<file path="src/rtl/ebr_fifo_ctrl.sv">
// rtl/ebr_fifo_ctrl.sv - 256x16 EBR-backed FWFT FIFO controller with 2-entry output buffer (optional flush: EBR_FIFO_CTRL_FLUSH_EN)

// Behavioural stand-in for the 4 Kbit pseudo-dual-port EBR; 256x16 mode only, registered read.
module PDP4K #(
    parameter string DATA_WIDTH_W = "16",
    parameter string DATA_WIDTH_R = "16"
) (
    input  logic [15:0] DI,
    input  logic [10:0] ADW,
    input  logic [10:0] ADR,
    input  logic        CKW,
    input  logic        CKR,
    input  logic        CEW,
    input  logic        CER,
    input  logic        RE,
    input  logic        WE,
    input  logic [15:0] MASK_N,
    output logic [15:0] DO
);
    localparam bit unused_width_ok = (DATA_WIDTH_W == "16") && (DATA_WIDTH_R == "16");

    logic [15:0] mem [0:255];
    logic        unused_addr_bits;

    assign unused_addr_bits = ^{ADW[10:8], ADR[10:8]};

    // Write port: MASK_N bits that are 0 are written
    always_ff @(posedge CKW) begin
        if (CEW && WE) begin
            mem[ADW[7:0]] <= (mem[ADW[7:0]] & MASK_N) | (DI & ~MASK_N);
        end
    end

    // Read port: data appears on DO after the read clock edge
    always_ff @(posedge CKR) begin
        if (CER && RE) begin
            DO <= mem[ADR[7:0]];
        end
    end
endmodule

module ebr_fifo_ctrl #(
    parameter int AFULL_THRESH = 240
) (
    input  logic        clk,
    input  logic        rst_n,
`ifdef EBR_FIFO_CTRL_FLUSH_EN
    input  logic        flush,
`endif
    input  logic [15:0] s_data,
    input  logic        s_valid,
    output logic        s_ready,
    output logic [15:0] m_data,
    output logic        m_valid,
    input  logic        m_ready,
    output logic [8:0]  level,
    output logic        afull
);
    logic [7:0]  wptr;
    logic [7:0]  rptr;
    logic [8:0]  mem_cnt;
    logic        inflight;
    logic [1:0]  obuf_cnt;
    logic [15:0] obuf1;
    logic        s_ready_q;
    logic [15:0] ebr_do;

    logic        flush_hit;
    logic        wr;
    logic        rd;
    logic        pop;
    logic [8:0]  mem_cnt_nxt;
    logic [1:0]  obuf_cnt_nxt;
    logic [8:0]  level_nxt;

`ifdef EBR_FIFO_CTRL_FLUSH_EN
    assign flush_hit = flush;
`else
    assign flush_hit = 1'b0;
`endif

    assign s_ready = s_ready_q && !flush_hit;
    assign wr      = s_valid && s_ready;
    assign m_valid = (obuf_cnt != 2'd0);
    assign pop     = m_valid && m_ready;

    // Issue a read only when buffer slots (after this cycle's pop) cover the in-flight word plus a new one
    always_comb begin
        rd = 1'b0;
        if ((mem_cnt != 9'd0) && !flush_hit &&
            (({1'b0, obuf_cnt} + {2'b00, inflight}) < (3'd2 + {2'b00, pop}))) begin
            rd = 1'b1;
        end
    end

    // Next-state occupancy; a write counts toward mem_cnt only after its edge
    always_comb begin
        mem_cnt_nxt  = mem_cnt + {8'd0, wr} - {8'd0, rd};
        obuf_cnt_nxt = obuf_cnt + {1'b0, inflight} - {1'b0, pop};
        level_nxt    = mem_cnt_nxt + {8'd0, rd} + {7'd0, obuf_cnt_nxt};
        if (flush_hit) begin
            mem_cnt_nxt  = 9'd0;
            obuf_cnt_nxt = 2'd0;
            level_nxt    = 9'd0;
        end
    end

    // Pointers, counters and status registers
    always_ff @(posedge clk or negedge rst_n) begin
        if (!rst_n) begin
            wptr      <= 8'd0;
            rptr      <= 8'd0;
            mem_cnt   <= 9'd0;
            inflight  <= 1'b0;
            obuf_cnt  <= 2'd0;
            s_ready_q <= 1'b0;
            level     <= 9'd0;
            afull     <= 1'b0;
        end else begin
            wptr      <= flush_hit ? 8'd0 : wptr + {7'd0, wr};
            rptr      <= flush_hit ? 8'd0 : rptr + {7'd0, rd};
            mem_cnt   <= mem_cnt_nxt;
            inflight  <= rd;
            obuf_cnt  <= obuf_cnt_nxt;
            s_ready_q <= (mem_cnt_nxt < 9'd256);
            level     <= level_nxt;
            afull     <= ({23'd0, level_nxt} >= AFULL_THRESH);
        end
    end

    // Output buffer: head lives in m_data, second entry in obuf1; EBR DO captured the cycle after issue
    always_ff @(posedge clk or negedge rst_n) begin
        if (!rst_n) begin
            m_data <= 16'd0;
            obuf1  <= 16'd0;
        end else if (!flush_hit) begin
            if (pop) begin
                if (inflight && (obuf_cnt == 2'd1)) begin
                    m_data <= ebr_do;
                end else begin
                    m_data <= obuf1;
                end
                if (inflight && (obuf_cnt == 2'd2)) begin
                    obuf1 <= ebr_do;
                end
            end else if (inflight) begin
                if (obuf_cnt == 2'd0) begin
                    m_data <= ebr_do;
                end else begin
                    obuf1 <= ebr_do;
                end
            end
        end
    end

    PDP4K #(
        .DATA_WIDTH_W ("16"),
        .DATA_WIDTH_R ("16")
    ) u_ebr (
        .DI     (s_data),
        .ADW    ({3'b000, wptr}),
        .ADR    ({3'b000, rptr}),
        .CKW    (clk),
        .CKR    (clk),
        .CEW    (wr),
        .CER    (rd),
        .RE     (rd),
        .WE     (wr),
        .MASK_N (16'h0000),
        .DO     (ebr_do)
    );
endmodule

</file>
<file path="config.mk">
export PLATFORM = sky130hd
export DESIGN_NAME = ebr_fifo_ctrl
export DESIGN_NICKNAME = d
export VERILOG_FILES = /design/src/rtl/ebr_fifo_ctrl.sv
export SDC_FILE = /design/constraint.sdc
export NUM_CORES = 2
export LEC_CHECK = 0
export BUFFER_PORTS_ARGS = -buffer_cell sky130_fd_sc_hd__buf_2
export CAP_MARGIN = 15
export CORE_MARGIN = 2
export CORE_UTILIZATION = 50
export CTS_CLUSTER_SIZE = 8
export DETAILED_ROUTE_END_ITERATION = 8
export PLACE_DENSITY = 0.65
export SLEW_MARGIN = 15
export SYNTH_ARGS = -nofsm -noshare
export SYNTH_HDL_FRONTEND = slang
export SYNTH_SLANG_ARGS = --single-unit
</file>
<file path="constraint.sdc">
create_clock -name clk -period 6.8 [get_ports clk]
set_input_delay 0.34 -clock clk [delete_from_list [all_inputs] [get_ports clk]]
set_output_delay 0.34 -clock clk [all_outputs]
set_load 0.05 [all_outputs]
</file>
==> impl_results.md <==
* H-tree depth at 6
* DRT antenna net count at 0
* Root Buffer: clkbuf_16
* Number of synthesized flops with an enable pin at 4112
* Filler cells at 23210
* Synth top area share at 0.7587
* Area after DPL at 169700 µm²
* Largest family of logic cells by synthesized area: multiplexers
* Initial Util at 0.5023
* CTS tree: built
* Routed via count at 85660
* Vias in the first global route at 84310
* Critical Path AT at 6010 ps
* Max_cap viols at 0
* Largest net degree at the start of global routing at 221
* Layout area overhead at 14.39%
* Ports at between 40 and 50
* Max Used Layer: met5
* Kind of critical path: reg -> reg
* Sw Share at 0.3381
* Async S/R FF share, synth at 0.01697
* Clock power share at 0.326
* Mean Syn Cell Area at 20.90 µm²
* Synth Area in Adders at 0.001784
* Gr ovfl total at 0
* Gpl congestion at around 0.98
* Port Buf Inserts at between 40 and 50
* Worst Skew at 58.04 ps
* Core Box Area at 324000 µm²
* DRC at 0
* DR pass1 iterations at 8
* Synth Net Count at ~7800
* Initial antenna violation count at 27
* Launch point of the worst reg-to-reg path: rptr[0]
* # clock sinks at around 4200
* Row count at 209
* Sequential element share of the synthesized area at 0.7696
* Final hold vios at 0
* Worst slew pin tran at 1418 ps
* CTS resizes at 0
* Setup_tns at 0 ps
* WHS at ~54 ps
* Crit end category: flop
* Die height at around 570 µm
* CP Launch Type: flop
* Largest cells by area after synthesis: edfxtp_1 76%, mux4_2 10%, mux2i_1 4.1%, dfrtp_1 1.1%, o221ai_1 1.0%
* Metal2 WL at 212600 µm
* Max Fanout on Critical Path at 35
* VDD IR-drop max at about 0.00037 V
* Max-slew headroom at 0.05449
* Mux contribution to synthesized area at 0.1497
* Routed length per instance at approximately 37 µm
* Sequential share of power at 0.368
* Final period util at 0.7823
* Yosys reg bits at 4183
* LEAKAGE at 60.02 nW
* CP required at between 7000 and 8000 ps
* Metal3 WL at between 50000 and 60000 µm
* Library cells used by synthesis at between 70 and 80
* Psw at 27.20 mW
* Total power at approximately 80 mW
* Final setup vio count at 0
* Clk buf depth at 4
* Final min period at around 5300 ps
* Cell area after layout at 186200 µm²
* Internal power at between 50 and 60 mW
* Placed Cells at 12110
* Post-synthesis compound-gate area fraction at 0.03865
* Primary FF master, synth: edfxtp_1
* Starting DRT DRC Count at between 10000 and 15000
* Later-pin clock latency in the skew report at about 1000 ps
* Crit path launch: rptr[0]
* First-pass GRT wire length at 660000 µm
* Share of layout cells above drive strength 1 at 0.2521
* Routed vias/inst at 6.667
* Die W at 574.5 µm
* HP Class: in -> reg
* Detailed placement HPWL at around 280000 µm
* Pwr/cell area at 432.2 nW/µm²
* Total GRT Usage at 0.2856
* YS warnings at 0
* Total die area at 330100 µm²
* CTS buffer count at 593
* Hold_sp: m_ready
* Area of the mapped netlist at 162700 µm²
* Metal-1 WL at 177900 µm
* XOR/XNOR Fraction of Synth Area at 0.001668
* Fmax at 0.1880 GHz
* Final Max Slew Viols at 0
* Status: finished clean
* Finished Layout Cells at roughly 13000
* Unrepaired setup endpoints after global routing: no
* Reg2reg path depth at 8
* Mapped Cells at 7788
* Worst hold path cell count at 5
* Largest area contributor in the netlist: edfxtp_1
* Clk slew on worst S/H paths at 50 ps
* Layout net count at between 8000 and 9000
* Final WL at 476100 µm
* Synth Area in Simple Gates at 0.01883
* Gate power share at 0.307
through the flow:
stage	worst slack, ps	util
after global routing	1513	0.5745
after global placement	1807	0.5233
final	1481	0.5746
after floorplan	3300	-
after detailed placement	1763	0.5237
after CTS	1629	0.5742
area by class of cell:
class / count / area (µm²) / share of cell area
flip-flops and latches: 4183 / 125300 / 0.6729
multi-input cells: 3115 / 34980 / 0.1879
clock buffers: 650 / 15180 / 0.08154
well taps: 4325 / 5411 / 0.02907
repair buffers: 485 / 4202 / 0.02257
clock inverters: 56 / 989.7 / 0.005316
inverters: 20 / 90.09 / 0.0004839
diodes: 13 / 32.53 / 0.0001747
power groups by stage:
stage               combinational (mW)  sequential, mW  clock (mW)
global route                      25.4            29.6        27.5
floorplan                         15.0            29.8           0
global placement                  23.9            30.0           0
CTS                               24.2            29.5        26.4
detailed placement                24.1            30.0           0
finish                            24.7            29.6        26.2
synthesized netlist by cell type, types with 9 or more instances:
library cell  number
a211oi_1          51
a21oi_1          166
a221o_1           16
a221oi_1          60
a22oi_1           33
a31oi_1           20
and2_1            11
and3_1             9
buf_1             24
buf_12            10
buf_2            102
buf_4             43
buf_6             90
buf_8             21
clkbuf_1         178
dfrtp_1           71
edfxtp_1        4112
ha_1              20
inv_1             18
mux2_2            55
mux2i_1          661
mux4_2           755
nand2_1          145
nand2b_1          14
nand3_1           58
nand4_1            9
nor2_1           310
nor2b_1           30
nor3_1            80
o21ai_0          105
o221ai_1         186
o22ai_1          138
o31ai_1           17
or3_1              9
xnor2_1           19
xor2_1            12
worst max-delay path: stages, from the launching register on:
cell,delay (ps)
dfrtp_4,980
buf_4,630
buf_4,660
mux4_2,590
mux4_2,570
nand2_1,130
o31ai_1,80
o41ai_1,970
o32ai_1,270
final timing paths:
path / end / slack [ps]
min: m_data[14] / 50
min reg2reg: m_data[4] / 470
max reg2reg: u_ebr.DO[12] / 1480
min in group asynchronous: obuf1[5] / 130
max in group asynchronous: rptr[2] / 5930
max: u_ebr.DO[12] / 1480
flip-flops by register name (all words and copies together), names as in the netlist:
signal	count
obuf_cnt	2
obuf1	16
rptr	8
s_ready	1
u_ebr.DO	16
level	9
u_ebr.mem	4096
m_data	16
wptr	8
mem_cnt	9
afull	1
inflight	1
timing repair:
action | CTS | global route
hold endpoints to repair | 1354 | 0
hold buffers | 18 | 0
endpoints found under the setup margin | 0 | 0
setup buffers | 0 | 0
layer usage:
metal	vias up	global-route usage
met3	1007	0.08464
met2	5683	0.4195
met1	45260	0.3925
met4	18	0.1401
li1	33690	-
met5	-	0
kinds of logic (layout without fill, tap and decap cells):
| kind of cell | Yosys count | after routing |
|---|---|---|
| compound gates | 889 | 889 |
| xor+xnor | 31 | 31 |
| fa+ha+maj | 22 | 22 |
| buf+inv | 490 | 1211 |
| flops | 4183 | 4183 |
| mux | 1476 | 1476 |
| other cells | 0 | 13 |
| simple gates | 697 | 697 |
placed cells by master (no fill, tap or decap), drive strengths merged, types with 14 or more instances in the layout:
| cell type | n |
|---|---|
| dfrtp | 71 |
| nand2b | 14 |
| clkinv | 33 |
| nor2 | 310 |
| a21oi | 166 |
| o21ai | 109 |
| buf | 465 |
| mux2 | 55 |
| xnor2 | 19 |
| dlygate4sd3 | 18 |
| ha | 20 |
| o31ai | 18 |
| nand2 | 145 |
| a22oi | 33 |
| edfxtp | 4112 |
| o221ai | 186 |
| nor3 | 80 |
| mux2i | 661 |
| nor2b | 30 |
| inv | 43 |
| o22ai | 138 |
| mux4 | 760 |
| a31oi | 20 |
| a221o | 16 |
| nand3 | 58 |
| clkbuf | 652 |
| a221oi | 61 |
| a211oi | 51 |
No activity file was read; power rests on OpenSTA's default activity.
